===== config.mk =====
export PLATFORM = sky130hd
export DESIGN_NAME = aes_mixcolumns_fwd_iter
export DESIGN_NICKNAME = d
export VERILOG_FILES = /design/src/rtl/aes_mixcolumns_fwd_iter.sv
export SDC_FILE = /design/constraint.sdc
export NUM_CORES = 1
export LEC_CHECK = 0
export CORE_ASPECT_RATIO = 2
export CORE_MARGIN = 2
export CORE_UTILIZATION = 50
export CTS_CLUSTER_DIAMETER = 120
export DETAILED_ROUTE_END_ITERATION = 8
export GPL_TIMING_DRIVEN = 1
export PLACE_DENSITY = 0.8
export SLEW_MARGIN = 15
export SYNTH_ARGS = -nofsm -noshare
export SYNTH_HDL_FRONTEND = slang
export SYNTH_SLANG_ARGS = --single-unit

===== constraint.sdc =====
create_clock -name clk -period 3.46 [get_ports clk]
set_input_delay 1.038 -clock clk [delete_from_list [all_inputs] [get_ports clk]]
set_output_delay 1.038 -clock clk [all_outputs]
set_load 0.02 [all_outputs]

===== src/rtl/aes_mixcolumns_fwd_iter.sv =====
// Iterative forward AES MixColumns: one 128-bit state in, COLS_PER_CYCLE columns
// transformed in place per cycle, result handed out over a valid/ready pair.
module aes_mixcolumns_fwd_iter #(
    parameter int COLS_PER_CYCLE = 1
) (
    input  logic         clk,
    input  logic         rst,
    input  logic         in_valid,
    output logic         in_ready,
    input  logic [127:0] in_state,
    input  logic         in_bypass,
    output logic         out_valid,
    input  logic         out_ready,
    output logic [127:0] out_state,
    output logic         busy
);

    localparam int NCYC = (COLS_PER_CYCLE == 1) ? 4 :
                          (COLS_PER_CYCLE == 2) ? 2 : 1;
    localparam logic [1:0] LAST_CNT = 2'(NCYC - 1);

    if (!(COLS_PER_CYCLE == 1 || COLS_PER_CYCLE == 2 || COLS_PER_CYCLE == 4)) begin : g_bad_cpc
        $error("aes_mixcolumns_fwd_iter: COLS_PER_CYCLE must be 1, 2 or 4");
    end

    typedef enum logic [1:0] {IDLE, BUSY, DONE} state_t;

    state_t       state;
    state_t       state_next;
    logic [1:0]   cnt;
    logic         bypass;
    logic [127:0] data;
    logic [127:0] data_next;

    function automatic logic [7:0] xtime(input logic [7:0] x);
        return {x[6:0], 1'b0} ^ (x[7] ? 8'h1b : 8'h00);
    endfunction

    function automatic logic [31:0] mix_col(input logic [31:0] a);
        logic [7:0] a0, a1, a2, a3;
        logic [7:0] b0, b1, b2, b3;
        a0 = a[31:24];
        a1 = a[23:16];
        a2 = a[15:8];
        a3 = a[7:0];
        b0 = xtime(a0) ^ xtime(a1) ^ a1 ^ a2 ^ a3;
        b1 = a0 ^ xtime(a1) ^ xtime(a2) ^ a2 ^ a3;
        b2 = a0 ^ a1 ^ xtime(a2) ^ xtime(a3) ^ a3;
        b3 = xtime(a0) ^ a0 ^ a1 ^ a2 ^ xtime(a3);
        return {b0, b1, b2, b3};
    endfunction

    // Column c belongs to iteration c/COLS_PER_CYCLE, so lower columns are done first.
    for (genvar c = 0; c < 4; c++) begin : g_col
        logic col_sel;
        assign col_sel = (cnt == 2'(c / COLS_PER_CYCLE)) && !bypass;
        assign data_next[127-32*c -: 32] = col_sel ? mix_col(data[127-32*c -: 32])
                                                   : data[127-32*c -: 32];
    end

    always_ff @(posedge clk) begin
        if (rst) begin
            state <= IDLE;
        end else begin
            state <= state_next;
        end
    end

    always_comb begin
        state_next = state;
        case (state)
            IDLE:    if (in_valid) state_next = BUSY;
            BUSY:    if (cnt == LAST_CNT) state_next = DONE;
            DONE:    if (out_ready) state_next = IDLE;
            default: state_next = IDLE;
        endcase
    end

    always_comb begin
        in_ready  = (state == IDLE);
        out_valid = (state == DONE);
        busy      = (state == BUSY) || (state == DONE);
    end

    // Bypass still walks through every BUSY cycle so both paths share one latency.
    always_ff @(posedge clk) begin
        if (rst) begin
            data   <= 128'h0;
            cnt    <= 2'd0;
            bypass <= 1'b0;
        end else begin
            case (state)
                IDLE: begin
                    cnt <= 2'd0;
                    if (in_valid) begin
                        data   <= in_state;
                        bypass <= in_bypass;
                    end
                end
                BUSY: begin
                    data <= data_next;
                    cnt  <= cnt + 2'd1;
                end
                default: begin
                end
            endcase
        end
    end

    assign out_state = data;

endmodule

==> impl_metrics.toml, run 1 <==
[outcome]
status = "finished, final reports clean"

[power]
p_per_area_nw_per_um2 = 1440
finalPower_mw = 20.1
combPwrFrac_pct = 71.6
swShare_pct = 43.6
p_sw_mw = 8.77
vdd_drop_max_v = 0.000708
p_leak_nw = 5.46
intPower_mw = 11.3
power_frac_clock_pct = 10.1
p_seq_share_pct = 18.3

[routing]
drt-wirelength-per-cell_um = 20.4
route.antenna.remaining_nets = 0
via_per_inst = 5.75
via_count = 8913
drt_iter0_markers = 400
routed_wl_mm = 31.7
firstDrtPassIters = 5
drc = 0

[setup_path]
reg2reg_slack_ns = 0.85
critical_path.max_fanout = 3
required_ns = 2.42
reg2reg_depth = 7
endpoint_kind = "output port"
arrival_ns = 1.83
start_kind = "flop"
r2r_end = "out_state[0]$_SDFFE_PP0P_"
r2r-start = "state[1]$_SDFFE_PP0P_"
critical_path_class = "flop to output port"

[logic_synthesis]
syn_area_um2 = 10700
synth_edf_count = 0
ys_types = 46
synth_seq_cells = 133
postSynthCellCount = 1077
syn-num-nets = 1217
avgSynthCellArea_um2 = 9.97
async_reset_ff_share_pct = 0
ys.flop_type = "dfxtp_1"
synth_warnings = 0
ys_seq_area_share_pct = 24.8

[sta]
finalMaxSlewViolations = 0
clock.fmax_mhz = 349
period_share_pct = 82.8
rsz0062_at_grt = "false"
finalSetupViolCount = 0
finalHoldViolCount = 0
tightest_slew_ns = 0.887
layout_min_cycle_time_ns = 2.87
relSlewSlack_pct = 40.6
skew_ns = 0.0113
fin_setup_tns_ns = 0

[floorplanning]
rows = 75
start_util_pct = 51.1
io_pins = 264
fp.dieArea_um2 = 22700
die_y_um = 211
core_um2 = 21000
die_x_um = 108

[hold_path]
whs_path_depth = 2
hold_end = "bypass$_SDFFE_PP0P_"
hp-start = "bypass$_SDFFE_PP0P_"
min_path_type = "flop to flop"

[clock_network]
cts_tree = "yes"
root_buffer = "clkbuf_16"
htree_num_levels = 4
clockBufferDepth = 2
clock-sinks = 133
clk_latency_ns = 0.43
cts_hold_buf = 0
ctsResizeCount = 0
cts_setup_buffers = 0
clk_pin_slew_worst_paths_ns = 0.06
cts_made_buffers = 17

[placement]
hpwlAfterDp_mm = 22.6
port_buffers = 263
postPlaceCellArea_um2 = 13300
gp_congestion = 0.866

[grt]
grt_pass1_vias = 9200
antenna_found_initial = 1
grt_overflow_total = 0
grt_use_total_pct = 28.0
grt_pass1_wl_mm = 49.8
grt_max_degree = 55

[finish]
final_cell_mix = "clkdlybuf4s50_1 (262), xnor2_1 (159), dfxtp_1 (133)"
final_common_cell = "clkdlybuf4s50_1"
areaGrowthSynthToFinish_pct = 29.8
drive_above_1_share_pct = 6.33
utilization_pct = 66.3
nNetsFinal = 1408
stdcell_area_um2 = 13900

[job]
maxCapViolations = 0
-- power by group through the flow --
stage          Combinational, mW  Clock (mW)  Sequential, mW
2_1_floorplan               10.9           0            3.80
3_3_place_gp                14.0           0            3.67
3_5_place_dp                14.3           0            3.69
4_1_cts                     14.4        2.05            3.67
5_1_grt                     15.5        2.12            3.80
6_report                    14.4        2.04            3.67
-- stage by stage --
stage | hold WS, ns | cells | setup WS, ns
6_report | 0.535 | 1550 | 0.594
5_1_grt | 0.575 | 1550 | 0.521
4_1_cts | 0.536 | 1549 | 0.570
3_5_place_dp | 0.528 | 1518 | 0.385
3_3_place_gp | 0.508 | 1518 | 0.463
2_1_floorplan | 0.480 | 1077 | 1.41
-- how the worst max path moves through the flow --
| stage | startpoint | endpoint | cells past startpoint |
|---|---|---|---|
| 3_3_place_gp | in_valid | out_state[11]$_SDFFE_PP0P_ | 6 |
| 5_1_grt | state[0]$_SDFFE_PP0P_ | busy | 3 |
| 2_1_floorplan | in_valid | out_state[108]$_SDFFE_PP0P_ | 6 |
| 4_1_cts | state[0]$_SDFFE_PP0P_ | busy | 3 |
| 3_5_place_dp | in_valid | out_state[27]$_SDFFE_PP0P_ | 6 |
| 6_report | state[0]$_SDFFE_PP0P_ | busy | 3 |
-- flip-flops by register name (all words and copies together), names as in the netlist --
name and count:
out_state 128, cnt 2, state 2, bypass 1
-- routing by layer --
layer | global-route usage, % | wire length [um]
met1 | 30.5 | 11400
met2 | 51.4 | 17300
met3 | 4.10 | 1460
met4 | 14.4 | 1500
met5 | 0 | 0
-- synthesized netlist by cell type (2+ instances only) --
library cell | n | share of area, %
a221oi_1 | 37 | 3.0
buf_2 | 39 | 1.8
xor3_1 | 11 | 2.4
nand2_1 | 62 | 2.2
nor3b_2 | 2 | 0.23
clkbuf_1 | 37 | 1.3
o311a_1 | 4 | 0.37
a21oi_1 | 81 | 3.8
ha_1 | 7 | 0.82
buf_1 | 4 | 0.14
a221o_1 | 3 | 0.28
o21a_1 | 4 | 0.28
nor2_1 | 87 | 3.0
and2_1 | 3 | 0.17
a22o_1 | 2 | 0.16
nand3_1 | 4 | 0.19
and3_1 | 2 | 0.12
nand2b_1 | 6 | 0.35
clkbuf_2 | 12 | 0.56
o21bai_1 | 2 | 0.14
buf_4 | 9 | 0.63
o221a_2 | 6 | 0.63
a311oi_1 | 8 | 0.65
xor2_2 | 2 | 0.30
xnor3_1 | 80 | 17
a21o_1 | 4 | 0.28
nor3_1 | 5 | 0.23
nor2b_1 | 3 | 0.17
inv_1 | 5 | 0.17
a211oi_1 | 108 | 7.6
xor2_1 | 85 | 6.9
buf_6 | 7 | 0.73
mux2i_1 | 32 | 3.0
xnor2_1 | 159 | 13
a21oi_4 | 2 | 0.30
xnor2_2 | 11 | 1.7
dfxtp_1 | 133 | 25
-- critical path, stage by stage, from the launching register on --
cell and delay [ns]:
dfxtp_1 0.40, inv_1 0.08, ha_1 0.28, clkdlybuf4s50_1 0.64
-- cell families after synthesis --
family | after synthesis | synth area share, %
XOR/XNOR | 348 | 41.1
AO/OA/AOI/OAI | 264 | 17.7
AND/OR/NAND/NOR | 175 | 6.76
flip-flops | 133 | 24.8
buffers and inverters | 117 | 5.63
multiplexers | 33 | 3.19
adder cells (fa/ha/maj) | 7 | 0.816
-- cell type report --
| cell class | count | area (um2) |
|---|---|---|
| Antenna cell | 1 | 2.50 |
| Clock buffer | 18 | 439 |
| Clock inverter | 13 | 206 |
| Fill cell | 1701 | 7090 |
| Inverter | 7 | 26.3 |
| Multi-Input combinational cell | 827 | 7490 |
| Sequential cell | 133 | 2660 |
| Tap cell | 269 | 337 |
| Timing Repair Buffer | 282 | 2770 |
(Power assumes the default switching activity.)
==> run 2, diff against run 1 <==
- CORE_UTILIZATION: 50 -> 46
- PLACE_DENSITY: 0.8 -> 0.77
- clock period: 3.46 -> 2.39 ns (I/O delays scaled with it)
==> run 2 against run 1 <==
Non-clock buffer count rose by 53; die area rose by 8.4%; core utilization fell by 3.4 points; routed wire length rose by 4.4%; cell area rose by 4.4%; sequential share of layout area fell by 0.76 points.
==> impl_metrics.toml, run 2 (synthesis results as in run 1) <==
[setup_path]
start_kind = "flop"
slowest_stage = "clkdlybuf4s50_1"
endpoint_kind = "output port"
critPathMaxStageDelay_ns = 0.69
critical_path_class = "flop to output port"
crit_buf_inv = 1
reg2reg_depth = 9
arrival_ns = 1.62
r2r_end = "out_state[78]$_SDFFE_PP0P_"
reg2reg_slack_ns = 0.21
r2r-start = "state[1]$_SDFFE_PP0P_"
cp.depth = 1
crit_family = "buffers and inverters"
critical_path.max_fanout = 6
required_ns = 1.67
path_cells = "clkdlybuf4s50_1"

[power]
vdd_drop_max_v = 0.00107
p_leak_nw = 5.90
finalPower_mw = 30.0
p_per_area_nw_per_um2 = 2060

[floorplanning]
io_pins = 264
core_um2 = 23100
fp.dieArea_um2 = 24600
die_x_um = 112
rows = 79
start_util_pct = 46.4
die_y_um = 220

[placement]
port_buffers = 263
gp_congestion = 0.864
hpwlAfterDp_mm = 24.5
postPlaceCellArea_um2 = 13900
place_worst_setup_slack_ns = -0.130

[outcome]
status = "finished, final reports clean"

[clock_network]
clockBufferDepth = 2
cts_setup_buffers = 0
clock-sinks = 133
htree_num_levels = 4
cts_made_buffers = 17
clk_latency_ns = 0.44
cts_tree = "yes"
root_buffer = "clkbuf_16"
clk_pin_slew_worst_paths_ns = 0.06

[sta]
fin_ws_ns = 0.0486
tightest_slew_ns = 0.737
finalMaxSlewViolations = 0
finalSetupViolCount = 0
layout_min_cycle_time_ns = 2.34
skew_ns = 0.00915
finalHoldViolCount = 0
clock.fmax_mhz = 427
rsz0062_at_grt = "false"
relSlewSlack_pct = 50.9
period_share_pct = 98.0

[finish]
largest_register_ffs = 128
drive_above_1_share_pct = 10.4
final_common_cell = "clkdlybuf4s50_1"
stdcell_area_um2 = 14500
areaGrowthSynthToFinish_pct = 35.5
final_cell_mix = "clkdlybuf4s50_1 (253), xnor2_1 (159), dfxtp_1 (127)"
nNetsFinal = 1461

[grt]
grt_pass1_vias = 9204
grt_max_degree = 71
grt_pass1_wl_mm = 50.4
grt_use_total_pct = 26.2
antenna_found_initial = 2
grt_overflow_total = 0

[routing]
route.antenna.remaining_nets = 0
routed_wl_mm = 33.0
drc = 0
drt_iter0_markers = 525
via_count = 9109
via_per_inst = 5.63
firstDrtPassIters = 6
drt-wirelength-per-cell_um = 20.4

[hold_path]
hp-start = "bypass$_SDFFE_PP0P_"
whs_path_depth = 2
hold_end = "bypass$_SDFFE_PP0P_"
min_path_type = "flop to flop"

[job]
maxCapViolations = 0
run 2: cell count changes in the layout (fill, tap and decap cells not counted), sizes merged:
cell,change
clkbuf,+4
diode,+1
buf,+53
inv,-1
bufinv,-2
dlygate4sd2,+3
clkdlybuf4s50,-9
clkinv,-1
dlymetal6s2s,+6
run 2: metrics by stage:
stage               std cells  hold slack, ns  utilization (%)  TNS [ns]
floorplan                1077           0.480                -         0
finish                   1618           0.536             62.9         0
CTS                      1616           0.531             62.8         0
global route             1618           0.556             62.9         0
global placement         1585           0.510             60.2    -0.506
detailed placement       1585           0.514             60.2     -3.06
run 2: how the worst max path moves through the flow:
stage | startpoint | end | slack [ns]
final | out_state[76]$_SDFFE_PP0P_ | out_state[76] | 0.05
after floorplan | state[0]$_SDFFE_PP0P_ | out_state[108]$_SDFFE_PP0P_ | 0.45
after CTS | out_state[83]$_SDFFE_PP0P_ | out_state[83] | 0.003
after detailed placement | in_valid | out_state[41]$_SDFFE_PP0P_ | -0.13
after global placement | in_valid | out_state[114]$_SDFFE_PP0P_ | -0.06
after global routing | state[0]$_SDFFE_PP0P_ | in_ready | 0.004
run 2: worst reg2reg max path, stage by stage (launching register included):
cell      delay (ns)
dfxtp_1         0.33
inv_1           0.11
ha_1            0.31
mux2i_4         0.35
buf_4           0.19
a21o_1          0.13
buf_12          0.19
buf_12          0.15
a21oi_1         0.05
a211oi_1        0.28
run 2: timing repair:
action | in CTS | in global routing
gates resized for setup | 6 | 9
hold buffers | 0 | 0
endpoints found under the setup margin | 6 | 9
run 2: routing by layer:
layer,GRT usage [%],share of wire [%],vias to the layer above
li1,-,-,4296
met1,27.8,36,4426
met2,49.4,55,314
met3,4.48,4.4,73
met4,13.3,4.6,0
met5,0,0,-
run 2: area by class of cell:
cell class	count	area (um2)
fill	1910	8580
multi-input combinational	827	7490
timing repair buffer	335	3390
sequential	133	2670
clock buffer	22	484
tap	283	354
clock inverter	9	125
inverter	7	27.5
antenna	2	5.00
run 2: report_power, final:
part           total, mW  internal, mW  switching [mW]
Combinational       22.3          12.1            10.2
Clock               2.79          1.74            1.05
Sequential          4.89          3.23            1.66
